**src/rtl/dispatcher_exp_unpack_ctrl_if.sv**
```systemverilog
// Packed-exponent read port plus left/right aligned-exponent write ports
// shared between the unpack sequencer (master) and the dispatcher BRAM (slave).
interface dispatcher_exp_unpack_ctrl_if #(
  parameter int DATA_WIDTH   = 256,
  parameter int EXP_WIDTH    = 8,
  parameter int PACKED_DEPTH = 16
);
  localparam int RD_AW = $clog2(PACKED_DEPTH);
  localparam int WR_AW = $clog2(PACKED_DEPTH * (DATA_WIDTH / EXP_WIDTH));

  logic [RD_AW-1:0]      exp_packed_rd_addr;
  logic                  exp_packed_rd_target;
  logic [DATA_WIDTH-1:0] exp_packed_rd_data;
  logic [WR_AW-1:0]      left_exp_aligned_wr_addr;
  logic [EXP_WIDTH-1:0]  left_exp_aligned_wr_data;
  logic                  left_exp_aligned_wr_en;
  logic [WR_AW-1:0]      right_exp_aligned_wr_addr;
  logic [EXP_WIDTH-1:0]  right_exp_aligned_wr_data;
  logic                  right_exp_aligned_wr_en;

  modport master (
    output exp_packed_rd_addr, exp_packed_rd_target,
    input  exp_packed_rd_data,
    output left_exp_aligned_wr_addr, left_exp_aligned_wr_data, left_exp_aligned_wr_en,
    output right_exp_aligned_wr_addr, right_exp_aligned_wr_data, right_exp_aligned_wr_en
  );

  modport slave (
    input  exp_packed_rd_addr, exp_packed_rd_target,
    output exp_packed_rd_data,
    input  left_exp_aligned_wr_addr, left_exp_aligned_wr_data, left_exp_aligned_wr_en,
    input  right_exp_aligned_wr_addr, right_exp_aligned_wr_data, right_exp_aligned_wr_en
  );
endinterface

```
**src/rtl/dispatcher_exp_unpack_ctrl.sv**
```systemverilog
// Unpacks the 16 packed exponent lines of one dispatcher side into 512 aligned
// 8-bit exponent writes, one per cycle, following the FETCH line-valid count.
module dispatcher_exp_unpack_ctrl #(
  parameter int DATA_WIDTH   = 256,
  parameter int EXP_WIDTH    = 8,
  parameter int PACKED_DEPTH = 16
) (
  input  logic                             i_clk,
  input  logic                             i_reset_n,
  input  logic                             i_start,
  input  logic                             i_target,
  input  logic                             i_abort,
  input  logic [$clog2(PACKED_DEPTH):0]    i_packed_lines_valid,
  output logic                             o_busy,
  output logic                             o_done,
  dispatcher_exp_unpack_ctrl_if.master     bus
);
  localparam int EXPS_PER_LINE = DATA_WIDTH / EXP_WIDTH;
  localparam int LINE_W        = $clog2(PACKED_DEPTH);
  localparam int BYTE_W        = $clog2(EXPS_PER_LINE);
  localparam int VALID_W       = LINE_W + 1;

  typedef enum logic [1:0] {IDLE, WAIT, EMIT, DONE} state_t;

  state_t                state_reg, state_next;
  logic [LINE_W-1:0]     line_reg, line_next;
  logic [BYTE_W-1:0]     byte_reg, byte_next;
  logic [DATA_WIDTH-1:0] shreg_reg, shreg_next;
  logic                  target_reg, target_next;

  logic [VALID_W-1:0]    valid_sat;
  logic                  line_ready;

  assign valid_sat  = (i_packed_lines_valid > VALID_W'(PACKED_DEPTH)) ?
                      VALID_W'(PACKED_DEPTH) : i_packed_lines_valid;
  assign line_ready = valid_sat > {1'b0, line_reg};

  always_ff @(posedge i_clk or negedge i_reset_n) begin
    if (!i_reset_n) begin
      state_reg  <= IDLE;
      line_reg   <= '0;
      byte_reg   <= '0;
      shreg_reg  <= '0;
      target_reg <= 1'b0;
    end else begin
      state_reg  <= state_next;
      line_reg   <= line_next;
      byte_reg   <= byte_next;
      shreg_reg  <= shreg_next;
      target_reg <= target_next;
    end
  end

  always_comb begin
    state_next  = state_reg;
    line_next   = line_reg;
    byte_next   = byte_reg;
    shreg_next  = shreg_reg;
    target_next = target_reg;
    case (state_reg)
      IDLE: begin
        if (i_start && !i_abort) begin
          target_next = i_target;
          line_next   = '0;
          state_next  = WAIT;
        end
      end
      WAIT: begin
        // Read data is combinational on line_reg, so capture happens the same cycle.
        if (line_ready) begin
          shreg_next = bus.exp_packed_rd_data;
          byte_next  = '0;
          state_next = EMIT;
        end
      end
      EMIT: begin
        shreg_next = shreg_reg >> EXP_WIDTH;
        byte_next  = byte_reg + BYTE_W'(1);
        if (byte_reg == BYTE_W'(EXPS_PER_LINE - 1)) begin
          if (line_reg == LINE_W'(PACKED_DEPTH - 1)) begin
            state_next = DONE;
          end else begin
            line_next  = line_reg + LINE_W'(1);
            state_next = WAIT;
          end
        end
      end
      DONE:    state_next = IDLE;
      default: state_next = IDLE;
    endcase
    if (state_reg != IDLE && i_abort) begin
      state_next = IDLE;
    end
  end

  logic [1:0]                 side_en;
  logic [LINE_W+BYTE_W-1:0]   wr_addr;
  logic [EXP_WIDTH-1:0]       wr_data;

  assign wr_addr = {line_reg, byte_reg};
  assign wr_data = shreg_reg[EXP_WIDTH-1:0];

  // Write strobes depend only on registered state; side 0 is left, side 1 is right.
  genvar gi;
  generate
    for (gi = 0; gi < 2; gi++) begin : g_side
      assign side_en[gi] = (state_reg == EMIT) && (target_reg == 1'(gi));
    end
  endgenerate

  assign bus.left_exp_aligned_wr_en    = side_en[0];
  assign bus.left_exp_aligned_wr_addr  = side_en[0] ? wr_addr : '0;
  assign bus.left_exp_aligned_wr_data  = side_en[0] ? wr_data : '0;
  assign bus.right_exp_aligned_wr_en   = side_en[1];
  assign bus.right_exp_aligned_wr_addr = side_en[1] ? wr_addr : '0;
  assign bus.right_exp_aligned_wr_data = side_en[1] ? wr_data : '0;

  assign bus.exp_packed_rd_addr   = line_reg;
  assign bus.exp_packed_rd_target = target_reg;
  assign o_busy = (state_reg != IDLE);
  assign o_done = (state_reg == DONE);
endmodule

```
**src/flat_wrapper.sv**
```systemverilog
// flat-port wrapper written by rule: the top's interface ports become plain ports
module dispatcher_exp_unpack_ctrl_flat 
#(
  parameter int DATA_WIDTH   = 256,
  parameter int EXP_WIDTH    = 8,
  parameter int PACKED_DEPTH = 16
)
  (i_clk, i_reset_n, i_start, i_target, i_abort, i_packed_lines_valid, o_busy, o_done, bus_exp_packed_rd_addr, bus_exp_packed_rd_target, bus_exp_packed_rd_data, bus_left_exp_aligned_wr_addr, bus_left_exp_aligned_wr_data, bus_left_exp_aligned_wr_en, bus_right_exp_aligned_wr_addr, bus_right_exp_aligned_wr_data, bus_right_exp_aligned_wr_en);
  dispatcher_exp_unpack_ctrl_if #(.DATA_WIDTH(DATA_WIDTH), .EXP_WIDTH(EXP_WIDTH), .PACKED_DEPTH(PACKED_DEPTH)) bus_i ();
  input  logic i_clk;
  input  logic i_reset_n;
  input  logic i_start;
  input  logic i_target;
  input  logic i_abort;
  input  logic [$clog2(PACKED_DEPTH):0] i_packed_lines_valid;
  output logic o_busy;
  output logic o_done;
  output wire logic [$bits(bus_i.exp_packed_rd_addr)-1:0] bus_exp_packed_rd_addr;
  output wire logic [$bits(bus_i.exp_packed_rd_target)-1:0] bus_exp_packed_rd_target;
  input wire logic [$bits(bus_i.exp_packed_rd_data)-1:0] bus_exp_packed_rd_data;
  output wire logic [$bits(bus_i.left_exp_aligned_wr_addr)-1:0] bus_left_exp_aligned_wr_addr;
  output wire logic [$bits(bus_i.left_exp_aligned_wr_data)-1:0] bus_left_exp_aligned_wr_data;
  output wire logic [$bits(bus_i.left_exp_aligned_wr_en)-1:0] bus_left_exp_aligned_wr_en;
  output wire logic [$bits(bus_i.right_exp_aligned_wr_addr)-1:0] bus_right_exp_aligned_wr_addr;
  output wire logic [$bits(bus_i.right_exp_aligned_wr_data)-1:0] bus_right_exp_aligned_wr_data;
  output wire logic [$bits(bus_i.right_exp_aligned_wr_en)-1:0] bus_right_exp_aligned_wr_en;
  assign bus_exp_packed_rd_addr = bus_i.exp_packed_rd_addr;
  assign bus_exp_packed_rd_target = bus_i.exp_packed_rd_target;
  assign bus_i.exp_packed_rd_data = bus_exp_packed_rd_data;
  assign bus_left_exp_aligned_wr_addr = bus_i.left_exp_aligned_wr_addr;
  assign bus_left_exp_aligned_wr_data = bus_i.left_exp_aligned_wr_data;
  assign bus_left_exp_aligned_wr_en = bus_i.left_exp_aligned_wr_en;
  assign bus_right_exp_aligned_wr_addr = bus_i.right_exp_aligned_wr_addr;
  assign bus_right_exp_aligned_wr_data = bus_i.right_exp_aligned_wr_data;
  assign bus_right_exp_aligned_wr_en = bus_i.right_exp_aligned_wr_en;
  dispatcher_exp_unpack_ctrl #(.DATA_WIDTH(DATA_WIDTH), .EXP_WIDTH(EXP_WIDTH), .PACKED_DEPTH(PACKED_DEPTH)) u_core (.i_clk(i_clk), .i_reset_n(i_reset_n), .i_start(i_start), .i_target(i_target), .i_abort(i_abort), .i_packed_lines_valid(i_packed_lines_valid), .o_busy(o_busy), .o_done(o_done), .bus(bus_i));
endmodule
```
**config.mk**
```make
export PLATFORM = sky130hd
export DESIGN_NAME = dispatcher_exp_unpack_ctrl_flat
export DESIGN_NICKNAME = d
export VERILOG_FILES = /design/src/rtl/dispatcher_exp_unpack_ctrl_if.sv /design/src/rtl/dispatcher_exp_unpack_ctrl.sv /design/src/flat_wrapper.sv
export SDC_FILE = /design/constraint.sdc
export NUM_CORES = 1
export LEC_CHECK = 0
export ABC_AREA = 0
export CAP_MARGIN = 20
export CORE_MARGIN = 8
export CORE_UTILIZATION = 54
export CTS_CLUSTER_DIAMETER = 150
export DETAILED_ROUTE_END_ITERATION = 7
export GPL_ROUTABILITY_DRIVEN = 0
export PLACE_DENSITY = 0.87
export SLEW_MARGIN = 10
export SYNTH_ARGS = -nofsm -noshare
export SYNTH_HDL_FRONTEND = slang
export SYNTH_SLANG_ARGS = --single-unit
```
**constraint.sdc**
```tcl
create_clock -name i_clk -period 4.45 [get_ports i_clk]
set_input_delay 0.89 -clock i_clk [delete_from_list [all_inputs] [get_ports i_clk]]
set_output_delay 0.89 -clock i_clk [all_outputs]
set_load 0.03 [all_outputs]
```
# Yosys cells after proc, flatten, opt, wreduce, memory -nomap -nowiden
# Cells that the tools add are included.
# word_totals
ff_bits	268
latchBits	0
ramBits	0
mem_bits_ro	0
in_bits	266
output_inout_bits	43
wordCells	54
mem_count	0
# classes
add_sub_neg	2
n_mul	0
div_mod_pow	0
magnitude_cmp	2
eq_ne	12
n_shift	0
mux	19
bitwise_logic	1
n_reduce_logical	13
# op_table
cell	n
$pmux W256 S2	1
$mux W256	1
$mux W9	2
$mux W8	2
$mux W4	3
$mux W2	5
$mux W5	2
$pmux W5 S2	1
$ne A3 B1 Y1 const B	3
$pmux W2 S4	1
$pmux W4 S2	1
$ne A2 B1 Y1 const B	3
$reduce_bool A2 Y1	3
$add A5 B1 Y5 const B	1
$eq A5 B5 Y1 const B	1
$gt A5 B4 Y1	1
$gt A5 B5 Y1 const B	1
$add A4 B1 Y4 const B	1
$eq A2 B2 Y1 const B	2
$eq A4 B4 Y1 const B	1
$logic_and A1 B1 Y1	4
$reduce_and A2 Y1	2
$reduce_and A4 Y1	1
$reduce_and A3 Y1	1
5 further kinds	5

# Logic depth before layout (Yosys ltp)
# logic_depth
ltp_word	6
depth_mapped	9
ltp_nobuf	7

# Worst setup path after synthesis
# Ideal clock, no wire load.
# synth_timing
path_type	input -> register
start	input i_packed_lines_valid[2]
end	register u_core.shreg_reg[0]
arrival_ps	2611
setup_slack_ps	1716
cell_stages	9
path_cell_list	nor2b_1 -> ha_1 -> nand3_1 -> or3b_4 -> a31o_1 -> buf_2 -> buf_6 -> buf_6 -> o221a_1
# synth_between
elab_chain_len	5
# synth_rtl
item	line_no	source
start, declared	flat_wrapper.sv:15	input logic [$clog2(PACKED_DEPTH):0] i_packed_lines_valid;
$gt A5 B5 Y1	dispatcher_exp_unpack_ctrl.sv:34	assign valid_sat = (i_packed_lines_valid > VALID_W'(PACKED_DEPTH)) ?
$mux W5 *	dispatcher_exp_unpack_ctrl.sv:34	
$gt A5 B4 Y1 *	dispatcher_exp_unpack_ctrl.sv:36	assign line_ready = valid_sat > {1'b0, line_reg};
$ne A2 B1 Y1 (no line) *	-	
$reduce_and A2 Y1 (no line) *	-	
end signal, assigned	dispatcher_exp_unpack_ctrl.sv:49	shreg_reg <= shreg_next;
end, declared	dispatcher_exp_unpack_ctrl.sv:28	logic [DATA_WIDTH-1:0] shreg_reg, shreg_next;
# Every way passes the cells marked *; elsewhere a longest branch is shown, timed or not.
# A chain may end at the register's enable or synchronous reset.

# Worst setup path in the final report
# layout_timing
start	register u_core.state_reg[0]
end	output bus_left_exp_aligned_wr_addr[8]
# layout_between
elab_chain_len	3
# layout_rtl
item	line_no	source
start, declared	dispatcher_exp_unpack_ctrl.sv:25	state_t state_reg, state_next;
start signal, assigned	dispatcher_exp_unpack_ctrl.sv:46	state_reg <= state_next;
$eq A2 B2 Y1	dispatcher_exp_unpack_ctrl.sv:107	assign side_en[gi] = (state_reg == EMIT) && (target_reg == 1'(gi));
$logic_and A1 B1 Y1	dispatcher_exp_unpack_ctrl.sv:107	
$mux W9	dispatcher_exp_unpack_ctrl.sv:112	assign bus.left_exp_aligned_wr_addr = side_en[0] ? wr_addr : '0;
end, declared	flat_wrapper.sv:21	output wire logic [$bits(bus_i.left_exp_aligned_wr_addr)-1:0] bus_left_exp_aligned_wr_addr;
# Every way passes these cells.

==> results.txt <==
Cell Chain, Critical Path - nand2b_1 > buf_4 > nor3_1 > clkdlybuf4s50_1
Power Internal - 6.80 mW
pin count of the biggest net entering global routing - 100
Boundary Pins - 309
synth top area cells - dfrtp_1 54%, o221a_1 19%, nand2b_1 13%, o221a_2 3.5%, buf_6 2.2%
max incr delay on CP - 0.76 ns
status - finished clean
Avg WL per Cell - 23.3 µm
initial antenna violation count - 2
Post-Syn Area per Cell - 12.6 µm²
RSZ-0062 raised after global routing - no
aggregate global routing overflow - 0
setup total negative slack - 0 ns
met1 WL - 15.3 mm
first-pass GRT wire length - 57.2 mm
Critical path buffers and inverters - 2
maxcap violations - 0
sw frac - 27.5%
Worst-Margin Slew - 1.06 ns
top cell family by delay on the critical path - buffers and inverters
die area - 0.0281 mm²
Crit Path Max Fanout - 13
H-tree levels - 1
post-CTS setup buffer count - 0
layout cells sized above 1 - 9.11%
Slew Viols, Final - 0
# hold bufs at CTS - 0
DRC viols - 0
Worst Clk Skew - 0.00833 ns
Clk pwr share - 27.6%
Sink Count - 268
Yosys warnings - 0
Final HPWL DP - 24.9 mm
syn_nets - 1,260
Tcrit/Tclk final - 81.3%
largest area contributor in the netlist - dfrtp_1
uppermost routed layer - met5
CP max stage cell - clkdlybuf4s50_1
kind of end point of the critical path - output pin
vias - 9,583
area delta synth->final - 33.4%
final hold slack - 0.344 ns
met2 wire len - 16.9 mm
Core ar. - 0.0226 mm²
drt first pass iters - 5
Worst Hold Class - in -> async
Mapped Cells - 987
Seq cells post-synth - 268
worst vdd ir - 391 µV
clk slew on worst S/H paths - 0.06 ns
Leak - 6.18 nW
Hold Vio Cnt, Final - 0
Comb pwr share - 25.9%
synth unique cells - 34
die height - 168 µm
Fmax - 0.276 GHz
Slew HR - 29.7%
Setup CP Type - reg -> out
share of the yosys chip area belonging to registers - 53.9%
type of origin of the critical path - flip-flop
Antenna Cells - 0
Final #Nets - 1,525
vias in the first global route - 10,072
Skew-Pair Late Insertion Delay - 0.53 ns
TritonCTS clock tree - built
final wirelength - 36.3 mm
Net Switching - 2.58 mW
Seq pwr share - 46.6%
CTS max path bufs - 3
CP Data Arrival Time - 2.73 ns
Tot GR Track Use - 25.2%
setup violators final - 0
clock root cell - clkbuf_16
antenna-violating nets left - 0
post-layout minimum cycle time - 3.62 ns
Buffers on Ports - 308
# rows - 55
met3 wire length - 3.28 mm
post-synth top area share - 53.9%
cts bufs inserted - 29
Die W - 168 µm
Power Density - 565 mW/mm²
Initial Util - 54.9%
Worst EP required - 3.56 ns
drt via density - 6.15
Cell Area, Synth - 0.0124 mm²
max reg flops - 256
starting DRC count in detailed routing - 957
Gates resized, CTS repair - 0
## power by group through the flow
stage / sequential [mW] / combinational [mW] / clock [mW]
finish: 4.37 / 2.42 / 2.59
global route: 4.51 / 2.62 / 2.74
CTS: 4.35 / 2.45 / 2.62
detailed placement: 4.35 / 2.43 / 0
global placement: 4.32 / 2.33 / 0
floorplan: 4.06 / 1.89 / 0
## path summary, 6_finish.rpt
path                       slack [ns]  cells after the start                              from                         endpoint
hold / removal                   0.34                      1                         i_reset_n             u_core.shreg_reg[80]
setup / recovery                 0.83                      4               u_core.state_reg[0]  bus_left_exp_aligned_wr_addr[8]
setup reg to reg                 1.52                      7  u_core.bus.exp_packed_rd_addr[2]             u_core.shreg_reg[28]
max in group asynchronous        3.00                      2                         i_reset_n            u_core.shreg_reg[156]
min in group i_clk               0.52                      2             u_core.shreg_reg[250]            u_core.shreg_reg[250]
hold reg to reg                  0.52                      2             u_core.shreg_reg[250]            u_core.shreg_reg[250]
## metrics by stage
stage	area (µm²)	setup slack (ns)	cells	power [mW]	util, %
floorplan	12400	1.72	987	5.94	-
global placement	15600	0.824	1506	6.64	68.7
detailed placement	15600	0.701	1506	6.78	68.7
CTS	16600	0.783	1558	9.42	73.3
global route	16600	0.696	1558	9.86	73.3
finish	16600	0.832	1558	9.38	73.3
## kinds of logic (layout without fill, tap and decap cells)
logic type | count (synthesis) | after routing | share of synthesized area [%]
multiplexers | 10 | 10 | 0.815
AO/OA/AOI/OAI | 266 | 266 | 23.5
flip-flops | 268 | 268 | 53.9
adder cells (fa/ha/maj) | 7 | 7 | 0.704
AND/OR/NAND/NOR | 332 | 332 | 16.2
buffers and inverters | 104 | 390 | 4.87
## routing by layer
metal,up-vias,global-route usage [%]
met5,-,0
met2,387,39.1
met4,4,6.72
met1,4864,33.9
li1,4270,-
met3,58,8.00
## worst register-to-register path, stage by stage, from the launching register on
cell,delay (ns)
dfrtp_1,0.55
inv_1,0.13
ha_1,0.32
nand3_1,0.10
o221ai_1,0.47
a31o_4,0.51
buf_4,0.50
o221a_1,0.29
## cell type report
class	count	area (µm²)
Sequential cell	268	6710
Fill cell	1530	6050
Multi-Input combinational cell	615	5150
Timing Repair Buffer	326	3300
Clock buffer	38	830
Tap cell	285	357
Clock inverter	14	204
Inverter	12	45.0
## Yosys cell counts (all sizes together)
master and count:
a211oi 1, a21boi 1, a21oi 5, a311o 2, a31o 2, and2 16, and3 20, buf 51
clkbuf 41, dfrtp 268, ha 7, inv 12, mux2 1, mux2i 9, nand2 20, nand2b 251
nand3 5, nand3b 2, nor2 3, nor2b 5, nor3 5, o21ai 5, o221a 248, o221ai 1
o2bb2ai 1, or2 1, or3 2, or3b 1, or4b 1
## cell usage in the layout, fill, tap and decap left out, types with 3 or more instances in the layout
cell type	n
clkdlybuf4s50_1	307
dfrtp_1	268
nand2b_1	251
o221a_1	209
o221a_2	39
clkbuf_16	29
and3_1	20
nand2_1	20
and2_1	16
inv_1	12
buf_4	12
mux2i_1	9
ha_1	7
clkbuf_8	7
clkinv_2	6
buf_12	6
nor3_1	5
a21oi_1	5
o21ai_0	5
bufinv_16	5
nor2b_1	4
nand3_1	4
nor2_1	3
(Power assumes the default switching activity.)
